File: src/rtl/uart_mike_pkg.sv
// uart_mike_pkg: shared constants, FSM state types and the parity helper
// for the uart_mike transceiver.
//   UART_DATA_WIDTH : data bits per frame
//   CLKS_PER_BIT    : clk cycles per serial bit
package uart_mike_pkg;

  localparam int UART_DATA_WIDTH = 8;
  localparam int CLKS_PER_BIT    = 10;

  // Counter widths derived from the constants above.
  localparam int CNT_W = $clog2(CLKS_PER_BIT);
  localparam int BIT_W = $clog2(UART_DATA_WIDTH);

  typedef enum logic [2:0] {
    TX_IDLE   = 3'd0,
    TX_START  = 3'd1,
    TX_DATA   = 3'd2,
    TX_PARITY = 3'd3,
    TX_STOP   = 3'd4
  } tx_state_e;

  typedef enum logic [2:0] {
    RX_IDLE      = 3'd0,
    RX_START     = 3'd1,
    RX_DATA      = 3'd2,
    RX_PARITY    = 3'd3,
    RX_STOP      = 3'd4,
    RX_WAIT_IDLE = 3'd5
  } rx_state_e;

  // Even parity bit: makes data plus parity hold an even number of ones.
  function automatic logic even_parity(input logic [UART_DATA_WIDTH-1:0] data);
    return ^data;
  endfunction

endpackage

File: src/rtl/uart_mike_if.sv
// uart_mike_if: groups the uart_mike data/serial signals.
//   master : the side that supplies tx_data/tx_send/rx/rx_flag_clr
//   slave  : the uart_mike transceiver itself
interface uart_mike_if;
  import uart_mike_pkg::*;

  logic [UART_DATA_WIDTH-1:0] tx_data;
  logic                       tx_send;
  logic                       rx;
  logic                       rx_flag_clr;
  logic                       tx;
  logic                       parity_error;
  logic                       rx_flag;
  logic [UART_DATA_WIDTH-1:0] rx_data;

  modport master (
    output tx_data, tx_send, rx, rx_flag_clr,
    input  tx, parity_error, rx_flag, rx_data
  );

  modport slave (
    input  tx_data, tx_send, rx, rx_flag_clr,
    output tx, parity_error, rx_flag, rx_data
  );

endinterface

File: src/rtl/uart_mike_rx.sv
// uart_mike_rx: UART receiver (start, data LSB first, even parity, stop).
//   clk, n_rst      : clock, async active-low reset
//   rx_i            : asynchronous serial input, idle high
//   rx_flag_clr_i   : clears the sticky frame-received flag
//   rx_data_o       : last received data word
//   parity_error_o  : parity result of the last received frame
//   rx_flag_o       : sticky frame-received flag
module uart_mike_rx
  import uart_mike_pkg::*;
(
  input  logic                       clk,
  input  logic                       n_rst,
  input  logic                       rx_i,
  input  logic                       rx_flag_clr_i,
  output logic [UART_DATA_WIDTH-1:0] rx_data_o,
  output logic                       parity_error_o,
  output logic                       rx_flag_o
);

  logic                       sync1_q, sync2_q;
  rx_state_e                  state_q, state_d;
  logic [CNT_W-1:0]           cnt_q, cnt_d;
  logic [BIT_W-1:0]           bit_q, bit_d;
  logic [UART_DATA_WIDTH-1:0] shift_q, shift_d;
  logic                       par_q, par_d;
  logic [UART_DATA_WIDTH-1:0] data_q, data_d;
  logic                       perr_q, perr_d;
  logic                       flag_q, flag_d;
  logic                       bit_end_s, half_end_s, done_s;

  // Two-flop synchronizer; resets to the idle-high line level.
  always_ff @(posedge clk or negedge n_rst) begin
    if (!n_rst) begin
      sync1_q <= 1'b1;
      sync2_q <= 1'b1;
    end else begin
      sync1_q <= rx_i;
      sync2_q <= sync1_q;
    end
  end

  assign bit_end_s  = (cnt_q == CNT_W'(CLKS_PER_BIT - 1));
  assign half_end_s = (cnt_q == CNT_W'(CLKS_PER_BIT / 2 - 1));

  // Next-state logic: half-bit wait to the start midpoint, then full bits.
  always_comb begin
    state_d = state_q;
    cnt_d   = cnt_q;
    bit_d   = bit_q;
    shift_d = shift_q;
    par_d   = par_q;
    done_s  = 1'b0;
    case (state_q)
      RX_IDLE: begin
        if (!sync2_q) begin
          state_d = RX_START;
          cnt_d   = '0;
        end else begin
          cnt_d   = '0;
        end
      end
      RX_START: begin
        if (half_end_s) begin
          cnt_d   = '0;
          bit_d   = '0;
          // A high line at the start midpoint was only a glitch.
          state_d = sync2_q ? RX_IDLE : RX_DATA;
        end else begin
          cnt_d   = cnt_q + CNT_W'(1);
        end
      end
      RX_DATA: begin
        if (bit_end_s) begin
          cnt_d   = '0;
          shift_d = {sync2_q, shift_q[UART_DATA_WIDTH-1:1]};
          if (bit_q == BIT_W'(UART_DATA_WIDTH - 1)) begin
            bit_d   = '0;
            state_d = RX_PARITY;
          end else begin
            bit_d   = bit_q + BIT_W'(1);
          end
        end else begin
          cnt_d   = cnt_q + CNT_W'(1);
        end
      end
      RX_PARITY: begin
        if (bit_end_s) begin
          cnt_d   = '0;
          par_d   = sync2_q;
          state_d = RX_STOP;
        end else begin
          cnt_d   = cnt_q + CNT_W'(1);
        end
      end
      RX_STOP: begin
        if (bit_end_s) begin
          cnt_d   = '0;
          done_s  = 1'b1;
          // A low stop bit still completes the frame, but the line must
          // go idle before another start can be recognised.
          state_d = sync2_q ? RX_IDLE : RX_WAIT_IDLE;
        end else begin
          cnt_d   = cnt_q + CNT_W'(1);
        end
      end
      RX_WAIT_IDLE: begin
        if (sync2_q) begin
          state_d = RX_IDLE;
        end else begin
          state_d = RX_WAIT_IDLE;
        end
      end
      default: begin
        state_d = RX_IDLE;
        cnt_d   = '0;
      end
    endcase
  end

  // Result registers update only on frame completion; set beats clear.
  always_comb begin
    data_d = data_q;
    perr_d = perr_q;
    flag_d = flag_q;
    if (done_s) begin
      data_d = shift_q;
      perr_d = (par_q != even_parity(shift_q));
      flag_d = 1'b1;
    end else if (rx_flag_clr_i) begin
      flag_d = 1'b0;
    end else begin
      flag_d = flag_q;
    end
  end

  // State and result registers.
  always_ff @(posedge clk or negedge n_rst) begin
    if (!n_rst) begin
      state_q <= RX_IDLE;
      cnt_q   <= '0;
      bit_q   <= '0;
      shift_q <= '0;
      par_q   <= 1'b0;
      data_q  <= '0;
      perr_q  <= 1'b0;
      flag_q  <= 1'b0;
    end else begin
      state_q <= state_d;
      cnt_q   <= cnt_d;
      bit_q   <= bit_d;
      shift_q <= shift_d;
      par_q   <= par_d;
      data_q  <= data_d;
      perr_q  <= perr_d;
      flag_q  <= flag_d;
    end
  end

  assign rx_data_o      = data_q;
  assign parity_error_o = perr_q;
  assign rx_flag_o      = flag_q;

endmodule

File: src/rtl/uart_mike.sv
// uart_mike: UART transceiver, 8E1-style frames at CLKS_PER_BIT clocks/bit.
//   clk   : single clock, rising edge
//   n_rst : asynchronous active-low reset
//   bus   : uart_mike_if.slave -- tx_data/tx_send/rx/rx_flag_clr in,
//           tx/parity_error/rx_flag/rx_data out
// The transmitter lives here; the receiver is uart_mike_rx.
module uart_mike
  import uart_mike_pkg::*;
(
  input  logic      clk,
  input  logic      n_rst,
  uart_mike_if.slave bus
);

  tx_state_e                  tx_state_q, tx_state_d;
  logic [CNT_W-1:0]           tx_cnt_q, tx_cnt_d;
  logic [BIT_W-1:0]           tx_bit_q, tx_bit_d;
  logic [UART_DATA_WIDTH-1:0] tx_shift_q, tx_shift_d;
  logic                       tx_q, tx_d;
  logic                       tx_bit_end_s;

  assign tx_bit_end_s = (tx_cnt_q == CNT_W'(CLKS_PER_BIT - 1));

  // TX next state: tx_send is only looked at in IDLE.
  always_comb begin
    tx_state_d = tx_state_q;
    tx_cnt_d   = tx_cnt_q;
    tx_bit_d   = tx_bit_q;
    tx_shift_d = tx_shift_q;
    case (tx_state_q)
      TX_IDLE: begin
        if (bus.tx_send) begin
          tx_state_d = TX_START;
          tx_shift_d = bus.tx_data;
          tx_cnt_d   = '0;
          tx_bit_d   = '0;
        end else begin
          tx_cnt_d   = '0;
        end
      end
      TX_START: begin
        if (tx_bit_end_s) begin
          tx_cnt_d   = '0;
          tx_state_d = TX_DATA;
        end else begin
          tx_cnt_d   = tx_cnt_q + CNT_W'(1);
        end
      end
      TX_DATA: begin
        if (tx_bit_end_s) begin
          tx_cnt_d = '0;
          if (tx_bit_q == BIT_W'(UART_DATA_WIDTH - 1)) begin
            tx_bit_d   = '0;
            tx_state_d = TX_PARITY;
          end else begin
            tx_bit_d   = tx_bit_q + BIT_W'(1);
          end
        end else begin
          tx_cnt_d = tx_cnt_q + CNT_W'(1);
        end
      end
      TX_PARITY: begin
        if (tx_bit_end_s) begin
          tx_cnt_d   = '0;
          tx_state_d = TX_STOP;
        end else begin
          tx_cnt_d   = tx_cnt_q + CNT_W'(1);
        end
      end
      TX_STOP: begin
        if (tx_bit_end_s) begin
          tx_cnt_d   = '0;
          tx_state_d = TX_IDLE;
        end else begin
          tx_cnt_d   = tx_cnt_q + CNT_W'(1);
        end
      end
      default: begin
        tx_state_d = TX_IDLE;
        tx_cnt_d   = '0;
      end
    endcase
  end

  // Line level follows the next state so tx changes on the same edge
  // as the state, keeping the output registered.
  always_comb begin
    case (tx_state_d)
      TX_IDLE:   tx_d = 1'b1;
      TX_START:  tx_d = 1'b0;
      TX_DATA:   tx_d = tx_shift_d[tx_bit_d];
      TX_PARITY: tx_d = even_parity(tx_shift_d);
      TX_STOP:   tx_d = 1'b1;
      default:   tx_d = 1'b1;
    endcase
  end

  // TX registers.
  always_ff @(posedge clk or negedge n_rst) begin
    if (!n_rst) begin
      tx_state_q <= TX_IDLE;
      tx_cnt_q   <= '0;
      tx_bit_q   <= '0;
      tx_shift_q <= '0;
      tx_q       <= 1'b1;
    end else begin
      tx_state_q <= tx_state_d;
      tx_cnt_q   <= tx_cnt_d;
      tx_bit_q   <= tx_bit_d;
      tx_shift_q <= tx_shift_d;
      tx_q       <= tx_d;
    end
  end

  assign bus.tx = tx_q;

  uart_mike_rx u_rx (
    .clk            (clk),
    .n_rst          (n_rst),
    .rx_i           (bus.rx),
    .rx_flag_clr_i  (bus.rx_flag_clr),
    .rx_data_o      (bus.rx_data),
    .parity_error_o (bus.parity_error),
    .rx_flag_o      (bus.rx_flag)
  );

endmodule

File: src/flat_wrapper.sv
// flat-port wrapper written by rule: the top's interface ports become plain ports
module uart_mike_flat import uart_mike_pkg::*;
  (clk, n_rst, bus_tx_data, bus_tx_send, bus_rx, bus_rx_flag_clr, bus_tx, bus_parity_error, bus_rx_flag, bus_rx_data);
  uart_mike_if bus_i ();
  input  logic clk;
  input  logic n_rst;
  input wire logic [$bits(bus_i.tx_data)-1:0] bus_tx_data;
  input wire logic [$bits(bus_i.tx_send)-1:0] bus_tx_send;
  input wire logic [$bits(bus_i.rx)-1:0] bus_rx;
  input wire logic [$bits(bus_i.rx_flag_clr)-1:0] bus_rx_flag_clr;
  output wire logic [$bits(bus_i.tx)-1:0] bus_tx;
  output wire logic [$bits(bus_i.parity_error)-1:0] bus_parity_error;
  output wire logic [$bits(bus_i.rx_flag)-1:0] bus_rx_flag;
  output wire logic [$bits(bus_i.rx_data)-1:0] bus_rx_data;
  assign bus_i.tx_data = bus_tx_data;
  assign bus_i.tx_send = bus_tx_send;
  assign bus_i.rx = bus_rx;
  assign bus_i.rx_flag_clr = bus_rx_flag_clr;
  assign bus_tx = bus_i.tx;
  assign bus_parity_error = bus_i.parity_error;
  assign bus_rx_flag = bus_i.rx_flag;
  assign bus_rx_data = bus_i.rx_data;
  uart_mike u_core (.clk(clk), .n_rst(n_rst), .bus(bus_i));
endmodule
File: config.mk
export PLATFORM = sky130hd
export DESIGN_NAME = uart_mike_flat
export DESIGN_NICKNAME = d
export VERILOG_FILES = /design/src/rtl/uart_mike_pkg.sv /design/src/rtl/uart_mike_if.sv /design/src/rtl/uart_mike_rx.sv /design/src/rtl/uart_mike.sv /design/src/flat_wrapper.sv
export SDC_FILE = /design/constraint.sdc
export NUM_CORES = 1
export LEC_CHECK = 0
export ABC_AREA = 0
export BUFFER_PORTS_ARGS = -buffer_cell sky130_fd_sc_hd__buf_4
export CELL_PAD_IN_SITES_DETAIL_PLACEMENT = 0
export CELL_PAD_IN_SITES_GLOBAL_PLACEMENT = 1
export CORE_MARGIN = 10
export CORE_UTILIZATION = 35
export CTS_BUF_LIST = sky130_fd_sc_hd__clkbuf_2 sky130_fd_sc_hd__clkbuf_4 sky130_fd_sc_hd__clkbuf_8
export CTS_CLUSTER_DIAMETER = 120
export CTS_CLUSTER_SIZE = 8
export DETAILED_ROUTE_END_ITERATION = 16
export GPL_ROUTABILITY_DRIVEN = 0
export PLACE_DENSITY_LB_ADDON = 0.12
export RECOVER_POWER = 50
export SLEW_MARGIN = 20
export SYNTH_ARGS = -nofsm -noshare
export SYNTH_HDL_FRONTEND = slang
export SYNTH_SLANG_ARGS = --single-unit
export TNS_END_PERCENT = 1
File: constraint.sdc
create_clock -name clk -period 3.8 [get_ports clk]
set_input_delay 0.76 -clock clk [delete_from_list [all_inputs] [get_ports clk]]
set_output_delay 0.76 -clock clk [all_outputs]
set_load 0.01 [all_outputs]
* After elaboration in Yosys (flattened, before gate mapping)
Index checks and enable logic that the tools add are counted.
Operators by class: $add $sub $neg 4, eq/ne operators 24, $lt $le $gt $ge 1, multiplexer cells 38, reductions and logical operators 12
Operators with widths (count):
- $mux W3 | 19
- $eq A3 B2 Y1 const B | 6
- $pmux W3 S6 | 1
- $mux W4 | 4
- $mux W8 | 2
- $reduce_xor A8 Y1 | 2
- $eq A3 B3 Y1 const B | 5
- $pmux W3 S5 | 1
- $ne A2 B2 Y1 const B | 6
- $pmux W3 S2 | 2
- $pmux W4 S3 | 1
- $eq A3 B1 Y1 const B | 3
- $add A4 B1 Y4 const B | 2
- $eq A4 B4 Y1 const B | 2
- $add A3 B1 Y3 const B | 2
- $logic_not A3 Y1 | 2
- $reduce_and A6 Y1 | 1
- $mux W1 | 5
- $eq A4 B3 Y1 const B | 1
- $lt A3 B4 Y1 const B | 1
- $reduce_and A2 Y1 | 2
- $reduce_bool A2 Y1 | 2
- $reduce_or A4 Y1 | 1
- $bmux W1 S3 | 1
- other kinds (5) | 5
Word-level totals: output and inout bits 11, logic and storage cells 94, flip-flop bits (word level) 50, input port bits 13

* Longest topological paths before layout
Gate-level depths: netlist of the first run.
depth in word-level cells 7, depth in mapped cells 9, gate-level depth less buffers 8

* Modules after synthesis
A second synthesis of the first run with hierarchy kept.
Unflattened totals: cell total of the unflattened synthesis 239, area, all modules 2636.3 sq um
By module, submodules not included:
- uart_mike_rx | times used 1, area an instance 1476.4 sq um, cells each 133, seq. area each 778.2 sq um
- uart_mike | times used 1, area an instance 1159.9 sq um, cells each 106, seq. area each 476.7 sq um

* Worst setup path after synthesis of the first run
Ideal clock, no wire load.
kind input to register, start in bus_tx_send, end reg u_core.tx_q, in the netlist u_core.bus.tx, cell stages on the path 6, arrival time 1.998 ns, setup time 0.088 ns, buffers on the path 1, required time 3.712 ns, setup slack 1.714 ns, path through or4b_4 > buf_6 > and3_4 > a221o_1 > nand4_1 > a31oi_1
Between the ends: longest elaborated chain between the ends 5, elaborated cells between the ends (all ways) 13, classes of those cells eq/ne (3); mux (9); reduce/logical (1)
RTL lines:
- from (decl) | RTL line flat_wrapper.sv:8 | input wire logic [$bits(bus_i.tx_send)-1:0] bus_tx_send;
- $mux W3 or $mux W8 (tied branches) | RTL line uart_mike.sv:32 | if (bus.tx_send) begin
- $pmux W3 S2 or $mux W8 (tied branches) | RTL line uart_mike.sv:30 | case (tx_state_q)
- $bmux W1 S3 | RTL line uart_mike.sv:91 | TX_DATA: tx_d = tx_shift_d[tx_bit_d];
- $mux W1 (not written as such) | RTL line uart_mike.sv:91
- $pmux W1 S3 (*) | RTL line uart_mike.sv:88 | case (tx_state_d)
- named net u_core.tx_d | RTL line uart_mike.sv:19 | logic tx_q, tx_d;
- to (signal assigned) | RTL line uart_mike.sv:111 | tx_q <= tx_d;
- to (decl) | RTL line uart_mike.sv:19
The timed path passes the listed nets; every way through them passes the cells marked *. The select of a mux whose other input is x is not followed. A chain may end at the register's enable or synchronous reset.

* Worst setup path in the final report of the first run
start reg u_core.tx_state_q[1], end reg u_core.tx_q, in the netlist u_core.bus.tx
Between the ends: longest elaborated chain between the ends 5, elaborated cells between the ends (all ways) 21, classes of those cells eq/ne (7); mux (12); reduce/logical (2)
RTL lines:
- from (decl) | RTL line uart_mike.sv:15 | tx_state_e tx_state_q, tx_state_d;
- from (signal assigned) | RTL line uart_mike.sv:107 | tx_state_q <= tx_state_d;
- $eq A3 B2 Y1, or another cell as far along | RTL line uart_mike.sv:30
- $pmux W3 S2, or another cell as far along | RTL line uart_mike.sv:30
- $bmux W1 S3 or $pmux W3 S5 (tied branches) | RTL line uart_mike.sv:91, uart_mike.sv:30
- $mux W1 (not written as such), or another cell as far along | RTL line uart_mike.sv:91
- $pmux W1 S3 (*) | RTL line uart_mike.sv:88
- named net u_core.tx_d | RTL line uart_mike.sv:19
Marks and branches as above.

==> results of run 1 <==
## sequential cells by signal (all words and copies together) (netlist names)
signal / cells
u_core.u_rx.cnt_q: 4
u_core.tx_shift_q: 8
u_core.u_rx.rx_data_o: 8
u_core.u_rx.rx_flag_o: 1
u_core.u_rx.shift_q: 8
u_core.u_rx.sync2_q: 1
u_core.u_rx.state_q: 3
u_core.tx_state_q: 3
u_core.u_rx.parity_error_o: 1
u_core.u_rx.par_q: 1
u_core.tx_cnt_q: 4
u_core.u_rx.bit_q: 3
u_core.bus.tx: 1
u_core.tx_bit_q: 3
u_core.u_rx.sync1_q: 1
## per-stage QoR
step / instance area (um2) / util (%) / std cells
after global placement: 2980 / 39.0 / 376
after global routing: 3070 / 40.1 / 384
final: 3070 / 40.1 / 384
after detailed placement: 2980 / 39.0 / 376
after CTS: 3070 / 40.2 / 384
after floorplan: 2730 / - / 260
## layer usage
| metal | up-vias | GRT usage, % | wire [um] |
|---|---|---|---|
| met1 | 911 | 11.4 | 2480 |
| met3 | 6 | 2.91 | 237 |
| met4 | 0 | 3.48 | 77 |
| met2 | 29 | 15.6 | 2550 |
| met5 | - | 0 | 0 |
| li1 | 950 | - | - |
## area by class of cell
cell class              instances  share of cell area (%)
well taps                     102                    4.16
flip-flops and latches         50                    40.9
repair buffers                 24                    5.75
clock buffers                   5                    2.24
clock inverters                 3                   0.775
multi-input cells             188                    44.7
inverters                      12                    1.47
## logic make-up after synthesis
group	share of synthesized area, %
and+or+nand+nor	16.6
muxes	8.93
AOI/OAI and AO/OA	11.8
xor gates and xnor gates	8.34
DFF	45.9
adders and majority gates	4.58
buffers and inverters	3.80
## worst reg2reg max path, stage by stage, from the launching register on
cell	delay [ps]
dfrtp_1	480
nor4b_4	290
clkbuf_1	550
mux2i_1	310
o221ai_1	150
a221o_1	280
nand4_1	70
a31oi_1	90
## cell usage in the layout, fill, tap and decap left out, types with 3 or more instances in the layout
cell and count:
a21oi_1 6, nor2b_1 3, nand3_1 8, o21ai_0 13
inv_1 12, xnor2_1 24, ha_1 10, nand2b_1 4
nand2_1 33, buf_4 22, a31oi_1 3, clkbuf_8 5
mux2i_1 3, dfrtp_1 47, mux2_2 19, nor3b_1 5
dfstp_2 3, nor2_1 15, and3b_1 3
## worst max-delay path by stage
stage | from | to | slack, ps | cells past startpoint
6_report | u_core.tx_state_q[1] | u_core.bus.tx | 1500 | 7
2_1_floorplan | bus_tx_send | u_core.bus.tx | 1710 | 6
3_5_place_dp | bus_tx_send | u_core.bus.tx | 1440 | 7
4_1_cts | u_core.tx_bit_q[0] | u_core.bus.tx | 1540 | 8
5_1_grt | u_core.tx_state_q[1] | u_core.bus.tx | 1340 | 7
3_3_place_gp | bus_tx_send | u_core.bus.tx | 1480 | 7
## where the power goes
group | leakage [nW] | internal [mW] | total (mW) | switching, mW
Combinational | 0.678 | 0.215 | 0.431 | 0.216
Sequential | 0.653 | 0.622 | 0.738 | 0.116
Clock | 0.0408 | 0.132 | 0.323 | 0.191
Total | 1.37 | 0.969 | 1.49 | 0.523
## Yosys cell counts, types with 3 or more instances
library cell | count | share of area [%]
o21ai_0 | 13 | 2.4
dfstp_2 | 3 | 2.9
dfrtp_1 | 47 | 43
clkbuf_1 | 5 | 0.69
nand3_1 | 8 | 1.5
ha_1 | 10 | 4.6
nand2_1 | 33 | 4.5
a21oi_1 | 6 | 1.1
mux2_2 | 19 | 7.8
and3b_1 | 3 | 0.96
nor3b_1 | 5 | 1.4
xnor2_1 | 24 | 7.7
a31oi_1 | 3 | 0.69
nor2_1 | 15 | 2.1
inv_1 | 12 | 1.6
nand2b_1 | 4 | 0.92
nor2b_1 | 3 | 0.69
mux2i_1 | 3 | 1.1
==> flow_summary.ini, run 1 <==
[grt]
grt_antenna_before_repair = 0
grt_pass1_vias = 1889
track_usage_pct = 9.46
grt_pass1_wl_um = 9050
globalRouteOverflowTotal = 0
grt_max_degree = 51

[yosys]
synth-edff-count = 0
syn_inst = 260
ys_ff_latch = 50
syn_nets = 283
ys.flop_type = dfrtp_1
synth.avg_cell_area_um2 = 10.5
synthArstFlopShare_pct = 100
ys.warnings.count = 0
synth_cell_types = 50
seq_area_frac_synth_pct = 45.9
synthesis.area_mm2 = 0.00273

[clock_network]
cts_buffers = 5
cts_tree = built
ctsHoldBuffers = 0
cts_resized = 0
clk_pin_slew_worst_paths_ps = 100
cts.path.max_buffers = 2
root_buffer = clkbuf_8
cts.sinks = 50
cts_setup_buffers = 0
h-tree-depth = 2
clk_latency_ps = 300

[min_path]
hp-start = u_core.u_rx.sync1_q
hp-class = reg2reg
min_to = u_core.u_rx.sync2_q
whs_path_depth = 0

[setup_path]
endpoint_kind = register
arrival_ps = 2520
cp_num_buf_inv = 1
cp-start-kind = register
regToRegStartpoint = u_core.tx_state_q[1]
crit_family = buffers and inverters
path_class = reg2reg
cpMaxStageDelayCell = clkbuf_1
cp_slowest_stage_delay_ps = 550
path_cells = nor4b_4 > clkbuf_1 > mux2i_1 > o221ai_1 > a221o_1 > nand4_1 > a31oi_1
rr_worst_depth = 7
cp_max_fo = 16
ff2ff_setup_slack_ps = 1500
cp.required_ps = 4020
rr_endpoint = u_core.bus.tx

[sta]
hold_viol = 0
setup_viol = 0
fin_crit_sh_pct = 60.5
fmax_mhz = 435
max_slew_margin_pct = 47.3
clock_skew_ps = 10.8
tns_ps = 0
tightest_slew_ps = 787
timing.final.crit_period_ps = 2300
slew_violations = 0
whs_ps = 362
fin_ws_ps = 1500
grt_setup_unrepaired = no

[power]
power_density_mw_per_mm2 = 486
worst_ir_drop_vdd_mv = 0.181
p_leak_nw = 1.37
finalPower_mw = 1.49

[cells_and_area]
drive_gt1_share_pct = 22.7
seq_area_mm2 = 0.00125
multi_input_area_mm2 = 0.00137
area_growth_pct = 12.4
nets = 304
fillCellCount = 765
diodes = 0

[flow_run]
maxCapViolations = 0

[place]
io_buffers = 23
dp_slack_ps = 1440
dp_hpwl_um = 3840

[route]
ant_nets = 0
remaining_drc_errors = 0
drtIter0Drc = 42
drt-pass1-iter-count = 4
drt_wl_total_um = 5350
wire_per_inst_um = 13.9
via_per_inst = 4.94
num_vias = 1896

[floorplanning]
die_w_um = 108
start_util_pct = 35.7
fp.coreArea_mm2 = 0.00765
die_h_um = 108
ios = 24
fp-row-count = 32
dieArea_mm2 = 0.0117

[run_status]
status = finished clean
(Power assumes the default switching activity.)
==> run 2: changes to the inputs <==
==> constraint.sdc (replaced) <==
create_clock -name clk -period 2 [get_ports clk]
set_input_delay 0.4 -clock clk [delete_from_list [all_inputs] [get_ports clk]]
set_output_delay 0.4 -clock clk [all_outputs]
set_load 0.01 [all_outputs]
==> flow_summary.ini, run 2 (synthesis gave the netlist of run 1 again) <==
[run_status]
status = finished clean

[min_path]
hp-class = in2reg
whs_path_depth = 1
hp-start = bus_rx
min_to = u_core.u_rx.sync1_q

[power]
sw_frac_of_total_pct = 34.8
pwr-share-clk_pct = 20.8
finalPower_mw = 3.04
worst_ir_drop_vdd_mv = 0.294
power_density_mw_per_mm2 = 901
p_leak_nw = 1.52
switching_power_mw = 1.06
power_frac_seq_pct = 44.8
internal_power_mw = 1.98
power_frac_comb_pct = 34.4

[grt]
globalRouteOverflowTotal = 0
grt_pass1_wl_um = 10100
grt_max_degree = 51
track_usage_pct = 10.5
grt_pass1_vias = 2080
grt_antenna_before_repair = 0

[route]
drtIter0Drc = 70
ant_nets = 0
wire_per_inst_um = 14.2
remaining_drc_errors = 0
drt_wl_total_um = 5850
via_per_inst = 4.87
num_vias = 2013
drt-pass1-iter-count = 4

[clock_network]
cts_tree = built
clk_pin_slew_worst_paths_ps = 100
root_buffer = clkbuf_8
cts.sinks = 50
h-tree-depth = 2
cts.path.max_buffers = 2
clk_latency_ps = 300
cts_buffers = 5

[sta]
clock_skew_ps = 10.2
whs_ps = 194
fin_crit_sh_pct = 98.4
slew_violations = 0
hold_viol = 0
setup_viol = 0
fin_ws_ps = 32.5
tns_ps = 0
grt_setup_unrepaired = yes
tightest_slew_ps = 1280
max_slew_margin_pct = 14.5
fmax_mhz = 508
timing.final.crit_period_ps = 1970

[setup_path]
rr_endpoint = u_core.bus.tx
regToRegStartpoint = u_core.tx_state_q[1]
cp.required_ps = 2220
ff2ff_setup_slack_ps = 30
path_class = reg2reg
rr_worst_depth = 7
cp_max_fo = 7
endpoint_kind = register
cp-start-kind = register
arrival_ps = 2190

[place]
place_area_mm2 = 0.00314
dp_slack_ps = -48.2
io_buffers = 23
dp_cells = 397
dp_hpwl_um = 4160

[cells_and_area]
final_common_cell = buf_4
utilization_pct = 44.1
drive_gt1_share_pct = 33.8
nets = 333
final_cell_mix = buf_4, dfrtp_1, nand2_1, xnor2_1, mux2_2
area_growth_pct = 23.5
diodes = 0
finalInstanceArea_mm2 = 0.00337
finalNonFillerCells = 413

[floorplanning]
die_h_um = 108
ios = 24
fp.coreArea_mm2 = 0.00765
dieArea_mm2 = 0.0117
start_util_pct = 35.7
fp-row-count = 32
die_w_um = 108

[flow_run]
maxCapViolations = 0
[run 2: area by class of cell]
cell class / count / area [um2]
clock buffer: 5 / 68.8
tap: 102 / 128
sequential: 50 / 1260
fill: 737 / 4280
inverter: 12 / 45.0
multi-input combinational: 188 / 1450
clock inverter: 3 / 28.8
timing repair buffer: 53 / 395
[run 2: power groups by stage]
| stage | clock network [mW] | registers [mW] | logic [mW] |
|---|---|---|---|
| 3_3_place_gp | 0 | 1.38 | 1.00 |
| 5_1_grt | 0.705 | 1.39 | 1.19 |
| 3_5_place_dp | 0 | 1.38 | 1.01 |
| 6_report | 0.631 | 1.36 | 1.05 |
| 2_1_floorplan | 0 | 1.32 | 0.746 |
| 4_1_cts | 0.675 | 1.36 | 1.03 |
[run 2: worst max path at each step]
stage	start	slack, ps	end
finish	u_core.tx_state_q[1]	30	u_core.bus.tx
global route	u_core.tx_state_q[1]	-40	u_core.bus.tx
CTS	u_core.tx_state_q[0]	20	u_core.bus.tx
detailed placement	u_core.tx_state_q[1]	-50	u_core.bus.tx
global placement	u_core.tx_state_q[0]	-40	u_core.bus.tx
floorplan	u_core.tx_bit_q[1]	60	u_core.bus.tx
[run 2: repair_timing]
action                                  4_1_cts  5_1_grt
hold buffers                                  0        0
pin swaps                                     2       10
gates resized for setup                       4       15
endpoints found under the setup margin        1        1
setup buffers                                 3        5
[run 2: critical path: stages (launching register included)]
cell and delay [ps]:
dfrtp_2 470, or4b_4 630, buf_6 170, nand3_2 70
o22ai_2 70, a211o_2 320, nand4_1 100, a31oi_1 80
[run 2: routing by layer]
metal	global-route usage (%)	vias to the layer above	share of wire, %
met4	2.82	0	0.62
li1	-	1010	-
met5	0	-	0
met1	13.0	971	45
met3	2.86	2	4.0
met2	17.5	30	50
